--- src/rtl/icache_refill_ctrl_pkg.sv ---
// Shared types and constants for the instruction-cache refill engine.
package icache_refill_ctrl_pkg;

    localparam int IFR_ADDR_W     = 32;
    localparam int IFR_WORD_BYTES = 4;
    localparam int IFR_CNT_W      = 3;

    typedef enum logic [1:0] {
        IFR_IDLE = 2'd0,
        IFR_REQ  = 2'd1,
        IFR_READ = 2'd2,
        IFR_WB   = 2'd3
    } ifr_state_e;

    // The final READ cycle keeps presenting the last byte address.
    function automatic logic [1:0] byteOffset(input logic [IFR_CNT_W-1:0] cnt);
        return (cnt >= IFR_CNT_W'(IFR_WORD_BYTES)) ? 2'd3 : cnt[1:0];
    endfunction

endpackage

--- src/rtl/icache_refill_ctrl_if.sv ---
// Miss, RAM-port and refill-write signals between the icache, arbiter and refill engine.
interface icache_refill_ctrl_if #(
    parameter int ADDR_W = icache_refill_ctrl_pkg::IFR_ADDR_W
);

    logic              rdy_in;
    logic              miss_valid_in;
    logic [ADDR_W-1:0] miss_addr_in;
    logic              flush_in;
    logic              mem_gnt_in;
    logic [7:0]        mem_din;
    logic              mem_req_out;
    logic [ADDR_W-1:0] mem_a;
    logic              mem_wr;
    logic [31:0]       refill_data_out;
    logic              refill_we_out;
    logic              busy_out;

    modport slave (
        input  rdy_in, miss_valid_in, miss_addr_in, flush_in, mem_gnt_in, mem_din,
        output mem_req_out, mem_a, mem_wr, refill_data_out, refill_we_out, busy_out
    );

    modport master (
        output rdy_in, miss_valid_in, miss_addr_in, flush_in, mem_gnt_in, mem_din,
        input  mem_req_out, mem_a, mem_wr, refill_data_out, refill_we_out, busy_out
    );

endinterface

--- src/rtl/icache_refill_ctrl.sv ---
// Refill engine: fetches four bytes of a missed instruction word from the byte RAM
// and hands the little-endian word to the icache with a single write pulse.
module icache_refill_ctrl
    import icache_refill_ctrl_pkg::*;
#(
    parameter int ADDR_W = IFR_ADDR_W
) (
    input  logic                 clk_in,
    input  logic                 rst_in,
    icache_refill_ctrl_if.slave  bus
);

    localparam logic [IFR_CNT_W-1:0] CNT_LAST = IFR_CNT_W'(IFR_WORD_BYTES);

    ifr_state_e           state_q, state_d;
    logic [IFR_CNT_W-1:0] cnt_q, cnt_d;
    logic [ADDR_W-1:0]    base_q, base_d;
    logic [31:0]          data_q, data_d;
    logic [31:0]          word_q, word_d;

    logic                 memReq;
    logic [ADDR_W-1:0]    memA;
    logic                 refillWe;

    always_ff @(posedge clk_in or negedge rst_in) begin
        if (!rst_in) begin
            state_q <= IFR_IDLE;
            cnt_q   <= '0;
            base_q  <= '0;
            data_q  <= '0;
            word_q  <= '0;
        end else begin
            state_q <= state_d;
            cnt_q   <= cnt_d;
            base_q  <= base_d;
            data_q  <= data_d;
            word_q  <= word_d;
        end
    end

    // The RAM returns each byte one cycle after its address, so byte n lands when cnt = n+1.
    // Any loss of grant or ready restarts the whole word because the byte pipeline cannot resume.
    always_comb begin
        state_d = state_q;
        cnt_d   = cnt_q;
        base_d  = base_q;
        data_d  = data_q;
        word_d  = word_q;

        if (bus.flush_in) begin
            state_d = IFR_IDLE;
            cnt_d   = '0;
        end else begin
            unique case (state_q)
                IFR_IDLE: begin
                    if (bus.miss_valid_in && bus.rdy_in) begin
                        base_d  = bus.miss_addr_in & ~ADDR_W'(3);
                        state_d = IFR_REQ;
                    end
                end
                IFR_REQ: begin
                    cnt_d = '0;
                    if (bus.rdy_in && bus.mem_gnt_in) begin
                        state_d = IFR_READ;
                    end
                end
                IFR_READ: begin
                    if (!bus.rdy_in || !bus.mem_gnt_in) begin
                        state_d = IFR_REQ;
                        cnt_d   = '0;
                    end else begin
                        case (cnt_q)
                            3'd1:    data_d[7:0]   = bus.mem_din;
                            3'd2:    data_d[15:8]  = bus.mem_din;
                            3'd3:    data_d[23:16] = bus.mem_din;
                            3'd4:    data_d[31:24] = bus.mem_din;
                            default: ;
                        endcase
                        if (cnt_q == CNT_LAST) begin
                            state_d = IFR_WB;
                            cnt_d   = '0;
                            word_d  = data_d;
                        end else begin
                            cnt_d = cnt_q + IFR_CNT_W'(1);
                        end
                    end
                end
                IFR_WB: begin
                    if (bus.rdy_in) begin
                        state_d = IFR_IDLE;
                    end
                end
                default: state_d = IFR_IDLE;
            endcase
        end
    end

    // The write pulse is gated combinationally so a late flush or a ready drop still cancels it.
    always_comb begin
        memReq   = 1'b0;
        memA     = '0;
        refillWe = 1'b0;
        unique case (state_q)
            IFR_REQ: begin
                memReq = 1'b1;
            end
            IFR_READ: begin
                memReq = 1'b1;
                memA   = base_q + ADDR_W'(byteOffset(cnt_q));
            end
            IFR_WB: begin
                refillWe = !bus.flush_in && bus.rdy_in;
            end
            default: ;
        endcase
    end

    assign bus.mem_req_out     = memReq;
    assign bus.mem_a           = memA;
    assign bus.mem_wr          = 1'b0;
    assign bus.refill_data_out = word_q;
    assign bus.refill_we_out   = refillWe;
    assign bus.busy_out        = (state_q != IFR_IDLE);

endmodule

--- src/flat_wrapper.sv ---
// flat-port wrapper written by rule: the top's interface ports become plain ports
module icache_refill_ctrl_flat import icache_refill_ctrl_pkg::*;
#(
    parameter int ADDR_W = IFR_ADDR_W
)
  (clk_in, rst_in, bus_rdy_in, bus_miss_valid_in, bus_miss_addr_in, bus_flush_in, bus_mem_gnt_in, bus_mem_din, bus_mem_req_out, bus_mem_a, bus_mem_wr, bus_refill_data_out, bus_refill_we_out, bus_busy_out);
  icache_refill_ctrl_if #(.ADDR_W(ADDR_W)) bus_i ();
  input  logic clk_in;
  input  logic rst_in;
  input wire logic [$bits(bus_i.rdy_in)-1:0] bus_rdy_in;
  input wire logic [$bits(bus_i.miss_valid_in)-1:0] bus_miss_valid_in;
  input wire logic [$bits(bus_i.miss_addr_in)-1:0] bus_miss_addr_in;
  input wire logic [$bits(bus_i.flush_in)-1:0] bus_flush_in;
  input wire logic [$bits(bus_i.mem_gnt_in)-1:0] bus_mem_gnt_in;
  input wire logic [$bits(bus_i.mem_din)-1:0] bus_mem_din;
  output wire logic [$bits(bus_i.mem_req_out)-1:0] bus_mem_req_out;
  output wire logic [$bits(bus_i.mem_a)-1:0] bus_mem_a;
  output wire logic [$bits(bus_i.mem_wr)-1:0] bus_mem_wr;
  output wire logic [$bits(bus_i.refill_data_out)-1:0] bus_refill_data_out;
  output wire logic [$bits(bus_i.refill_we_out)-1:0] bus_refill_we_out;
  output wire logic [$bits(bus_i.busy_out)-1:0] bus_busy_out;
  assign bus_i.rdy_in = bus_rdy_in;
  assign bus_i.miss_valid_in = bus_miss_valid_in;
  assign bus_i.miss_addr_in = bus_miss_addr_in;
  assign bus_i.flush_in = bus_flush_in;
  assign bus_i.mem_gnt_in = bus_mem_gnt_in;
  assign bus_i.mem_din = bus_mem_din;
  assign bus_mem_req_out = bus_i.mem_req_out;
  assign bus_mem_a = bus_i.mem_a;
  assign bus_mem_wr = bus_i.mem_wr;
  assign bus_refill_data_out = bus_i.refill_data_out;
  assign bus_refill_we_out = bus_i.refill_we_out;
  assign bus_busy_out = bus_i.busy_out;
  icache_refill_ctrl #(.ADDR_W(ADDR_W)) u_core (.clk_in(clk_in), .rst_in(rst_in), .bus(bus_i));
endmodule
--- config.mk ---
export PLATFORM = sky130hd
export DESIGN_NAME = icache_refill_ctrl_flat
export DESIGN_NICKNAME = d
export VERILOG_FILES = /design/src/rtl/icache_refill_ctrl_pkg.sv /design/src/rtl/icache_refill_ctrl_if.sv /design/src/rtl/icache_refill_ctrl.sv /design/src/flat_wrapper.sv
export SDC_FILE = /design/constraint.sdc
export NUM_CORES = 1
export LEC_CHECK = 0
export BUFFER_PORTS_ARGS = -buffer_cell sky130_fd_sc_hd__buf_4
export CAP_MARGIN = 20
export CORE_AREA = 2 2 119 121
export DETAILED_ROUTE_END_ITERATION = 8
export DIE_AREA = 0 0 121 123
export PLACE_DENSITY = 0.51
export SYNTH_ARGS = -nofsm -noshare
export SYNTH_HDL_FRONTEND = slang
export SYNTH_SLANG_ARGS = --single-unit
export TNS_END_PERCENT = 1
--- constraint.sdc ---
create_clock -name clk_in -period 2.4 [get_ports clk_in]
set_clock_uncertainty 0.1 [all_clocks]
set_input_delay 0.48 -clock clk_in [delete_from_list [all_inputs] [get_ports clk_in]]
set_output_delay 0.48 -clock clk_in [all_outputs]
set_load 0.01 [all_outputs]
; Word level (Yosys, flattened, before mapping)
; Index checks and enable logic that the tools add are counted.
[op_classes]
n_addsub = 2
mul = 0
div_mod_pow = 0
n_lt_le_gt_ge = 1
n_eq_ne = 11
n_shift = 0
muxes = 19
n_bitwise = 2
reduce_logical = 15
[ops]
columns = op, n
row1 = 32-bit by 2-bit adder with 32-bit output, 1
row2 = 32-bit 2-to-1 mux, 1
row3 = 8-bit 2-to-1 mux, 4
row4 = 2-bit 2-to-1 mux, 7
row5 = 3-bit 2-to-1 mux, 3
row6 = 2-bit one-hot mux with 4 select lines, 1
row7 = 4-bit AND reduction, 2
row8 = "3-bit by 2-bit == test with 1-bit output, second input constant", 2
row9 = "3-bit by 2-bit != test with 1-bit output, second input constant", 2
row10 = 3-bit one-hot mux with 2 select lines, 1
row11 = 3-bit AND reduction, 2
row12 = "2-bit == test, second input constant", 2
row13 = "4-bit by 2-bit != test with 1-bit output, second input constant", 1
row14 = "3-bit by 1-bit adder with 3-bit output, second input constant", 1
row15 = "3-bit by 1-bit == test with 1-bit output, second input constant", 1
row16 = "3-bit == test, second input constant", 1
row17 = "3-bit greater-or-equal comparator, second input constant", 1
row18 = 1-bit logical AND, 3
row19 = 1-bit zero test, 3
row20 = "3-bit != test, second input constant", 1
row21 = 3-bit nonzero test, 1
row22 = "2-bit by 1-bit == test with 1-bit output, second input constant", 1
row23 = 2-bit zero test, 1
row24 = 1-bit 2-to-1 mux, 2
row25 = other kinds (4), 5
[totals]
register_bits = 99
latchBits = 0
ram_bits = 0
mem_bits_ro = 0
inputBits = 46
output_inout_bits = 68
word_cells = 55
memories = 0

; Depth between registers and ports, before layout
; Gate-level depths: netlist of run 1.
[logic_depth]
depth_word = 5
depth_mapped = 10

; Worst setup path before layout of run 1
; Ideal clock, no wire load.
[synth_path]
kind = reg2reg
startpoint = reg u_core.state_q[0]
endpoint = reg u_core.data_q[0]
setup_time_ns = 0.125
arrival_time_ns = 1.696
required_ns = 2.175
path_slack_ns = 0.479
path_stages_with_launch = 9
synth_period_minus_slack_ns = 1.921
path_cell_list = dfrtp_1 > inv_1 > ha_1 > buf_6 > and4b_1 > buf_6 > and3_4 > buf_6 > mux2_4
[synth_between]
elab_chain_cells = 2
[synth_lines]
columns = element, line
row1 = from (decl), icache_refill_ctrl.sv:15  ; ifr_state_e state_q, state_d;
row2 = from (signal assigned), icache_refill_ctrl.sv:33  ; state_q <= state_d;
row3 = 2-bit == test, icache_refill_ctrl.sv:54  ; unique case (state_q)
row4 = 3-bit AND reduction (no source line), --
row5 = to (signal assigned), icache_refill_ctrl.sv:36  ; data_q <= data_d;
row6 = to (decl), icache_refill_ctrl.sv:18  ; logic [31:0] data_q, data_d;
; No other way between the ends.
; A chain may end at the register's enable or synchronous reset.

; Worst setup path after layout of run 1
[layout_path]
startpoint = reg u_core.state_q[0]
endpoint = out bus_mem_a[13]
[layout_between]
elab_chain_cells = 2
[layout_lines]
columns = element, line
row1 = 2-bit == test, icache_refill_ctrl.sv:103  ; unique case (state_q)
row2 = 32-bit 2-to-1 mux, icache_refill_ctrl.sv:103
row3 = to (decl), flat_wrapper.sv:17  ; output wire logic [$bits(bus_i.mem_a)-1:0] bus_mem_a;
; No other way between the ends.

==> reports/summary.md, run 1 <==
The flow ran to the end, but the final reports show violations. The final reports fail on negative hold slack. Among all stages on the critical path, the largest delay is contributed by dfrtp_1. TritonCTS built the clock tree. The worst setup path is launched from a flop. The utilization after layout was 38.9%; the via count normalized by instance count was 4.30.

In the synthesized netlist, the cells that appear most often are dfrtp_1, nand2_1, mux2_2. A synthesized cell averages 11.9 sq um. The routed wirelength normalized by instance count came out at 14.3 um. The synthesized design contains 0 enable-type register cells. The total global-route track usage was 13.0%.

In this run the number of cells on the critical path is 5. The maximum number of pins on one net before global-route repair came out at 57. The total die area is 0.0149 sq mm, and the clock insertion delay at the later pin of the skew report is 0.35 ns. In this run the core area contains 43 standard-cell rows. The run gives 0 as the antenna diode instance count.

At the placement stage, the worst setup path has a slack of 0.390 ns. Derived from the worst setup path, the maximum achievable clock frequency is 450 MHz. Along the worst path, the maximum fanout reaches 35. Setup repair after global routing left no endpoint under its margin.

The number of max-capacitance violations reported was 0; the final setup violation count was 0. From bottom edge to top edge, the die measures 123 um. Share of the clock period used by the worst path: 92.5%. The post-synth design cell area was 0.00404 sq mm; the leakage power figure was 2.69 nW. Ranked by total cell area, the synthesized netlist is headed by dfrtp_1, mux2_2, nand2_1.

STA classifies the critical path endpoint as an output pin. The tools report the count of buffers added by post-CTS timing repair for setup as 0. The via count of the first global-routing pass is 2877, and the total congestion overflow after global routing is 0. The count of final hold-check violations was 5. The logs give 114 for the top-level port count and 9020 um for the final wirelength. The maximum buffer depth of the clock tree was 2. The slew at the pin closest to its max-slew limit came out at 0.582 ns.

The power density relative to cell area is 798 mW/mm^2, and the port buffer count is 110. Across the VDD grid, the largest voltage drop is 662 uV. The critical path is of the reg -> out type.

The detailed router finished its first iteration with 146 violations. The clock drives 91 sinks. Measured against its own limit, the worst slew margin works out to 61.2%. In this run, post-CTS repair resized a total of 0 instances. The fraction of registers with async set/reset came out at 100%.

For this run, the slowest stage of the critical path takes 0.41 ns. The core region is 0.0136 sq mm. The signal on the critical path passes through inv_1, ha_1, buf_6, and2_1, buf_4. The width of the die is 121 um, and the data arrival at the endpoint of the critical path is 1.64 ns. The dominant cell by count in the synthesized netlist is dfrtp_1. The logs give 2709 for the overall via count from detail_route and 0 for the number of nets still failing antenna checks after routing. Cell family with the largest share of critical-path delay: buffers and inverters. Remaining routing DRC violations: 0.

The wire length of the first global-routing pass is 14900 um. The hold buffer count at cts was 0. The congestion estimate from routability-driven global placement came to 0.683.

The synthesized design contains 91 register bits. Synthesis produced a netlist with a net count of 396. Post-synthesis cell count: 340. After synthesis, the netlist uses 28 different library cells. The register clock-pin slew on the reported worst setup and hold paths was 0.07 ns; the number of antenna violations at the first check in global routing was 0. The clock period minus worst slack came out at 2.22 ns. Of the post-synthesis cell area, the dominant cell type holds 56.4%. After synthesis, flip-flops and latches occupy 56.4% of the total area. Initial core utilization: 29.7%. The growth of design area from synthesis to finish is 31.0%.

The run gives 0 as the number of warnings reported in the yosys synthesis log. After layout, the worst setup slack is 0.179 ns. The net count of the finished layout was 502.

In this run, CTS created clock tree buffers numbering 9. Together, buffers and inverters on the worst path number 3. Type of the most critical hold path: in -> async. The count of final max-slew check failures was 0; the detailed-routing iteration count for the pre-antenna-repair pass was 4. The tools report the tightest hold margin as -0.00161 ns. The largest total area in the synthesized netlist belongs to dfrtp_1. CTS placed an instance of clkbuf_16 at the clock tree root. The most used flip-flop cell after synthesis is dfrtp_1.

CTS built an H-tree with a depth of 3. Cells with a size suffix above 1 make up 42.0% of the layout. The count of cells along the worst register-to-register path is 6, and the setup TNS is 0 ns. Data on the critical path is required at its endpoint by 1.82 ns. The HPWL after detailed placement is 6200 um.
==> worst reg2reg max path, delay by kind of cell, from the launching register on <==
kind                       cells  cell delay [ns]
and+or+nand+nor                2             0.52
muxes                          1             0.37
AOI/OAI and AO/OA              1             0.18
buffers and inverters          1             0.14
adders and majority gates      1             0.19
DFF                            1             0.41
==> layer usage <==
metal | vias to the layer above | global-route usage [%] | wire [um]
met1 | 1289 | 16.3 | 4070
met5 | - | 0 | 0
met2 | 103 | 19.3 | 3780
met3 | 7 | 8.03 | 1100
li1 | 1310 | - | -
met4 | 0 | 2.83 | 79
==> state kept, by name (all words and copies together) (netlist names) <==
name	flops
u_core.cnt_q	3
u_core.data_q	24
u_core.state_q	2
u_core.bus.refill_data_out	32
u_core.base_q	30
==> final cells by class <==
cell class	instances	area (sq um)
Timing Repair Buffer	115	892
Clock buffer	9	225
Clock inverter	6	40.0
Sequential cell	91	2280
Fill cell	1364	8320
Inverter	6	22.5
Tap cell	180	225
Multi-Input combinational cell	223	1610
==> worst paths after layout <==
check	from	endpoint	slack [ns]
setup / recovery	u_core.state_q[0]	bus_mem_a[13]	0.18
hold / removal	rst_in	u_core.cnt_q[2]	-0.002
min in group clk_in	bus_miss_addr_in[8]	u_core.base_q[8]	0.26
max in group asynchronous	rst_in	u_core.base_q[25]	1.53
setup reg to reg	u_core.state_q[0]	u_core.state_q[1]	0.38
hold reg to reg	u_core.bus.refill_data_out[5]	u_core.bus.refill_data_out[5]	0.37
==> metrics by stage <==
stage               power, W  instances  instance area, sq um
global placement     0.00292        615                  5020
global route         0.00450        630                  5290
CTS                  0.00430        630                  5290
finish               0.00422        630                  5290
floorplan            0.00252        340                  4040
detailed placement   0.00295        615                  5020
==> power by group <==
| part | internal, W | switching, W |
|---|---|---|
| clock network | 0.000698 | 0.000613 |
| logic | 0.000549 | 0.000421 |
| registers | 0.00181 | 0.000130 |
| total | 0.00306 | 0.00116 |
==> cell usage in the layout, fill, tap and decap left out, drive strengths merged, types with 2 or more instances in the layout <==
master / synthesis / routed
a21oi: 2 / 2
mux2i: 9 / 9
o21ai: 10 / 10
clkbuf: 4 / 9
nor2b: 2 / 2
and2: 30 / 30
inv: 6 / 8
mux2: 55 / 55
clkinv: 0 / 3
o21a: 2 / 2
buf: 16 / 115
nand3: 2 / 2
and3: 2 / 2
dfrtp: 91 / 91
ha: 10 / 10
nand2: 90 / 90
==> logic make-up after synthesis <==
kind of cell	Yosys count	synth area share, %
AND/OR/NAND/NOR	131	15.0
flip-flops	91	56.4
multiplexers	64	19.1
buffers and inverters	26	3.84
AO/OA/AOI/OAI	17	2.48
adder cells (fa/ha/maj)	10	3.10
other	1	0.0929
No activity file was read; power rests on OpenSTA's default activity.
==> run 2: changes to the inputs <==
Settings changed: MAX_ROUTING_LAYER set to met4.
==> run 2 against run 1 <==
  * The run still ends with negative hold slack left
  * Register-to-register slack hardly changed
  * Routed wire length is 0.21% higher
  * Highest routed layer unchanged
  * Fmax hardly changed
  * Largest cell class unchanged
==> reports/summary.md, run 2 (synthesized netlist as in run 1, its figures left out) <==
The setup TNS came out at 0 ns. At the pin with the least slew margin, the transition time is 0.580 ns. For this configuration, the core starts out at a cell density of 29.7%.

For the tightest hold margin, the log shows -0.00317 ns. The tools report the total global-route track usage as 13.4%. The detailed placer's ending HPWL is 6200 um, and the switching portion of total power is 27.5%.

The number of nets still failing antenna checks after routing is 0, and the number of antenna violations at the first check in global routing is 0. The portion of total power attributed to combinational logic is 23.0%. The share of cells above drive strength 1 works out to 42.0%. Dividing total power by cell area gives a power density of 798 mW/mm^2.

Counting along the longest clock path gives a buffer depth of 2. The root buffer cell was clkbuf_16. The die covers 0.0149 sq mm. The number of max-capacitance violations reported is 0. After filler insertion, the fill cell instance count of the layout stands at 1364. Dividing the detail-routed via count by the number of cells gives 4.33. The clock net in this run drives a total of 91 sinks.

The slowest cell on the critical path is dfrtp_1. Counting cells, the worst reg-to-reg path comes to 6. Walking the worst path, the cells encountered are inv_1, ha_1, buf_6, and2_1, buf_4. The run gives 14800 um as the wire length of the first global-routing pass. The achievable frequency is 450 MHz, and the top-level port count is 114.

The data required time of the worst path was 1.82 ns. The fraction of power consumed by the clock network was 31.0%; the share of the clock period used by the worst path was 92.5%. The analysis attributes to net switching a power of 0.00116 W. The run gives 0 as the antenna diode instance count.

VDD sags by at most 661 uV. The tightest min-delay check is of the in -> async type. After clock tree synthesis, the setup repair step added 0 buffers. Per report_power, the sequential group accounts for 46.0% of the total.

In the routed design, unresolved DRC markers number 0. The tools report the area taken by flip-flops and latches as 0.00228 sq mm. The library cells used most frequently in the layout, excluding fill and tap cells, are buf_4, dfrtp_1, nand2_1, mux2_2, and2_1. Data on the critical path arrives at its endpoint at 1.64 ns. The port buffer count works out to 110.

Cells fill 38.9% of the core in the end. Buffers inserted during clock tree synthesis total 9. The final layout contains 502 nets. Including well taps, the total number of placed cells is 615. The count of final hold-check violations is 6, and the CTS H-tree depth is 3. The worst register-to-register path begins at u_core.state_q[0]. Relative to the synthesized area, the layout overhead comes to 31.0%.

From bottom edge to top edge, the die measures 123 um. For this block, the initial DRC count from the detailed router was 144. The worst register-to-register path ends at u_core.state_q[1]. The run finished, with violations left.

The worst setup path category is reg -> out. The critical path ends at bus_mem_a[13]. The tools report the origin of the worst setup path as u_core.state_q[0]. After clock tree synthesis, the clock-pin slew on the worst setup and hold paths is 0.07 ns. The analysis attributes to cell leakage a power of 2.69 nW. Highest net fanout along the worst path: 35. The multi-input combinational cells in the finished layout cover a total of 0.00161 sq mm.

Setup repair after global routing left no endpoint under its margin. The floorplan has 43 rows. TritonCTS built the clock tree.

The region available for standard cell placement spans 0.0136 sq mm. Entering global routing, the biggest net connects 57 pins. Setup violations remaining at the end of the flow were counted as 0. For the relative max-transition margin, the log shows 61.3%. The count of final max-slew check failures was 0. The overall via count from detail_route came out at 2731.

The register with the most flip-flops in the layout has 32 of them. Internal power comes to 0.00306 W. The final reports fail on negative hold slack. The register-to-register setup slack was 0.38 ns.

The tools report the category of the worst setup path capture point as an output pin. The via count of the first global-routing pass came out at 2888. Detailed-routing iteration count for the pre-antenna-repair pass: 4. The tools report the clock insertion delay at the later pin of the skew report as 0.35 ns. Once layout is complete, the cells apart from fillers number 630. STA classifies the critical path startpoint as a flop. In this run the horizontal extent of the chip is 121 um. Most common cell after layout, fill and taps aside: buf_4. The clock period minus worst slack came out at 2.22 ns.

Maximum single-stage delay on the critical path: 0.42 ns. The tools report the total congestion overflow after global routing as 0. The routed wirelength normalized by instance count works out to 14.4 um. For this block, the routed nets add up to 9040 um of wire. The tools report the weighted congestion at the end of routability-driven global placement as 0.690.
run 2: cell counts in the layout (fill, tap and decap cells not counted):
Identical to the previous run, type by type.
run 2: worst min path at each step:
stage                                start                              to  slack [ns]  depth (start not counted)
after floorplan                     rst_in               u_core.base_q[10]        0.08                          0
after global placement    u_core.data_q[3]   u_core.bus.refill_data_out[3]        0.36                          2
after detailed placement  u_core.data_q[0]   u_core.bus.refill_data_out[0]        0.36                          2
after CTS                           rst_in               u_core.state_q[1]       0.006                          1
after global routing                rst_in  u_core.bus.refill_data_out[26]        0.03                          1
final                               rst_in  u_core.bus.refill_data_out[26]      -0.003                          1
run 2: area by class of cell:
type | instances | area share, %
flip-flops and latches | 91 | 43.1
multi-input cells | 223 | 30.4
repair buffers | 115 | 16.9
well taps | 180 | 4.26
clock inverters | 6 | 0.757
clock buffers | 9 | 4.26
inverters | 6 | 0.426
run 2: metal layers:
layer | global-route usage (%) | share of wire (%) | wire (um)
met5 | - | 0 | 0
met4 | 2.83 | 0.91 | 82
met3 | 6.73 | 9.8 | 889
met2 | 19.3 | 42 | 3810
met1 | 17.1 | 47 | 4260
run 2: what timing repair did:
action / in CTS / in global routing
resized for setup: 0 / 1
hold buffers: 0 / 0
endpoints found under the setup margin: 0 / 8
run 2: power groups by stage:
stage / clock network, W / registers [W] / logic [W]
6_report: 0.00131 / 0.00194 / 0.000969
5_1_grt: 0.00143 / 0.00198 / 0.00108
4_1_cts: 0.00137 / 0.00195 / 0.000987
3_5_place_dp: 0 / 0.00197 / 0.000982
3_3_place_gp: 0 / 0.00195 / 0.000967
2_1_floorplan: 0 / 0.00192 / 0.000596
run 2: metrics by stage:
| step | power [W] | instance area [sq um] | hold slack [ns] | setup WS (ns) |
|---|---|---|---|---|
| 6_report | 0.00422 | 5290 | -0.00317 | 0.180 |
| 5_1_grt | 0.00450 | 5290 | 0.0282 | 0.0506 |
| 4_1_cts | 0.00430 | 5290 | 0.00611 | 0.0800 |
| 3_5_place_dp | 0.00295 | 5020 | 0.359 | 0.390 |
| 3_3_place_gp | 0.00292 | 5020 | 0.359 | 0.432 |
| 2_1_floorplan | 0.00252 | 4040 | 0.0844 | 0.479 |
run 2: worst max-delay path: cells and delay by family, from the launching register on:
family                     cells  cell delay [ns]
and+or+nand+nor                1             0.18
buffers and inverters          3             0.50
adders and majority gates      1             0.19
DFF                            1             0.42
==> run 3: changes to the inputs <==
==> constraint.sdc (replaced) <==
create_clock -name clk_in -period 2.4 [get_ports clk_in]
set_clock_uncertainty 0.1 [all_clocks]
set_input_delay 0.12 -clock clk_in [delete_from_list [all_inputs] [get_ports clk_in]]
set_output_delay 0.12 -clock clk_in [all_outputs]
set_load 0.01 [all_outputs]
==> run 3 against run 2 <==
  * The flow now finishes without violations
  * Core utilization up 3.3 points
  * Design area up 8.4%
  * Sequential power about the same
  * Global-route usage up 0.88 points
  * Combinational power up 6%
  * Clock power up 11%
  * Largest power group unchanged
==> reports/summary.md, run 3 (synthesized netlist as in run 1, its figures left out) <==
The share of the clock period used by the worst path was 82.5%. For this configuration, the core starts out at a cell density of 29.7%. The register clock-pin slew on the reported worst setup and hold paths came out at 0.07 ns.

At the worst endpoint, the required time is 2.54 ns. In this run the critical register-to-register path is launched from u_core.state_q[0]. The area taken by flip-flops and latches came out at 0.00228 sq mm.

Type of the most critical hold path: in -> async. At the later pin of the worst-skew pair, clock insertion delay measures 0.35 ns. For the count of final hold-check violations, the log shows 0. The total net switching power came out at 0.00120 W. After detailed routing, the average wire length per cell comes to 14.3 um. The share of cells above drive strength 1 works out to 38.9%. The tree built by TritonCTS fans out to 91 sinks. At the end of the flow, the number of nets in the layout was 545. After detailed routing, the number of vias per cell comes to 4.32.

For the weighted congestion at the end of routability-driven global placement, the log shows 0.707. Measured along the y axis, the die boundary spans 123 um. The CTS H-tree depth came out at 3. The most common cell after layout, fill and taps aside is buf_4.

The first global-routing pass estimated 15700 um of wire. In the layout the commonest cells are buf_4, dfrtp_1, nand2_1, dlygate4sd3_1, mux2_2. The worst setup path is launched from a flop. For this run, the detailed router's first-pass iteration total came to 4.

For the count of standard-cell rows, the log shows 43. The core region is 0.0136 sq mm. The power density relative to cell area was 774 mW/mm^2; the top-level port count was 114. The tools report the achievable frequency as 505 MHz.

The worst-case setup margin in the final layout is 0.419 ns, and the flip-flop count of the largest register after layout is 32. Of the total power, the share spent switching nets is 27.0%. Prior to clock tree synthesis, the placed netlist has a worst setup slack of 0.413 ns. The run finished with clean final reports. Relative to the synthesized area, the layout overhead comes to 42.0%. The final setup violation count was 0; the total area of multi-input combinational cells was 0.00161 sq mm. Setup repair after global routing left no endpoint under its margin. The number of antenna violations at the first check in global routing came out at 0. The layout filler cell count is 1318. The number of nets still failing antenna checks after routing is 0. The internal power consumption was 0.00324 W. STA classifies the critical path endpoint as a flop. Antenna diode instance count: 0. For this block, the routed nets add up to 9660 um of wire.

The tools report the register-to-register setup slack as 0.42 ns. For the via count of the first global-routing pass, the log shows 3117. In this run the worst setup path begins at u_core.state_q[0]. The tools report the root buffer cell as clkbuf_16. The portion of total power attributed to combinational logic came out at 23.2%. The longest clock path from root to sink contains 2 buffers. IR analysis of the VDD net gives a maximum drop of 510 uV.

The final route contains 2910 vias. The tools report the count of instances resized after the clock tree is built as 0. In this run the worst path has a maximum fanout of 7. For the worst setup path, the data arrival time is 2.12 ns. TritonCTS built the clock tree. In this run the worst setup path terminates at u_core.state_q[1].

Setup TNS: 0 ns. In this run the static leakage power is 2.88 nW. The total global-route track usage came out at 14.3%. Entering global routing, the biggest net connects 41 pins. The detailed router finished its first iteration with 126 violations. In the routed design, unresolved DRC markers number 0.

Of the total power, registers draw 43.8%. The width of the die was 121 um. Port buffer count: 110. The worst setup path category is reg -> reg. The worst register-to-register path ends at u_core.state_q[1]. The clock network burns 32.9% of the power. The detailed placer's ending HPWL came out at 6300 um. The tool flagged a number of max-cap violations equal to 0.

The total die area is 0.0149 sq mm, and the count of cells along the worst register-to-register path is 6. The number of clock buffers added by TritonCTS is 9. The run gives 0 as the count of final max-slew check failures.

The run gives 0 as the total congestion overflow after global routing. Subtracting the final worst setup slack from the clock period gives 1.98 ns.
[run 3: stage by stage]
stage,total power [W],instances,util (%),instance area (sq um),hold WS [ns]
6_report,0.00444,674,42.1,5730,0.172
5_1_grt,0.00471,674,42.1,5730,0.185
4_1_cts,0.00451,674,42.1,5730,0.148
3_5_place_dp,0.00296,618,37.0,5030,-0.00649
3_3_place_gp,0.00292,618,37.0,5030,-0.0110
2_1_floorplan,0.00252,340,-,4040,-0.276
[run 3: what timing repair did]
item                      in CTS  in global routing
hold endpoints to repair      91                  0
hold buffers                  40                  0
buffers inserted               0                  0
[run 3: how the worst min path moves through the flow]
stage                                  from                 to  cells after the start
final                                rst_in  u_core.data_q[16]                      2
after global routing                 rst_in  u_core.data_q[16]                      2
after CTS                 bus_miss_valid_in  u_core.state_q[0]                      5
after detailed placement             rst_in  u_core.data_q[16]                      1
after global placement               rst_in  u_core.data_q[16]                      1
after floorplan                      rst_in  u_core.base_q[10]                      0
[run 3: power groups by stage]
stage	clock network [W]	logic, W	registers [W]
finish	0.00146	0.00103	0.00194
global route	0.00159	0.00114	0.00198
CTS	0.00152	0.00105	0.00195
detailed placement	0	0.000992	0.00197
global placement	0	0.000968	0.00195
floorplan	0	0.000596	0.00192
[run 3: routing by layer]
metal | GRT usage [%] | vias to the layer above | wire (um)
met5 | - | - | 0
met2 | 20.9 | 108 | 4310
met3 | 7.20 | 5 | 932
met1 | 17.6 | 1395 | 4350
li1 | - | 1402 | -
met4 | 3.63 | 0 | 65
[run 3: area by class of cell]
type / instances / area share, %
timing repair buffer: 158 / 22.7
inverter: 6 / 0.393
clock buffer: 11 / 4.23
sequential: 91 / 39.7
clock inverter: 5 / 1.05
multi-input combinational: 223 / 28.0
tap: 180 / 3.93
[run 3: critical path: stages (launching register included)]
cell      delay, ns
dfrtp_1        0.41
inv_1          0.13
ha_1           0.18
and4b_1        0.36
nand2_1        0.14
o211ai_1       0.17
mux2_2         0.37
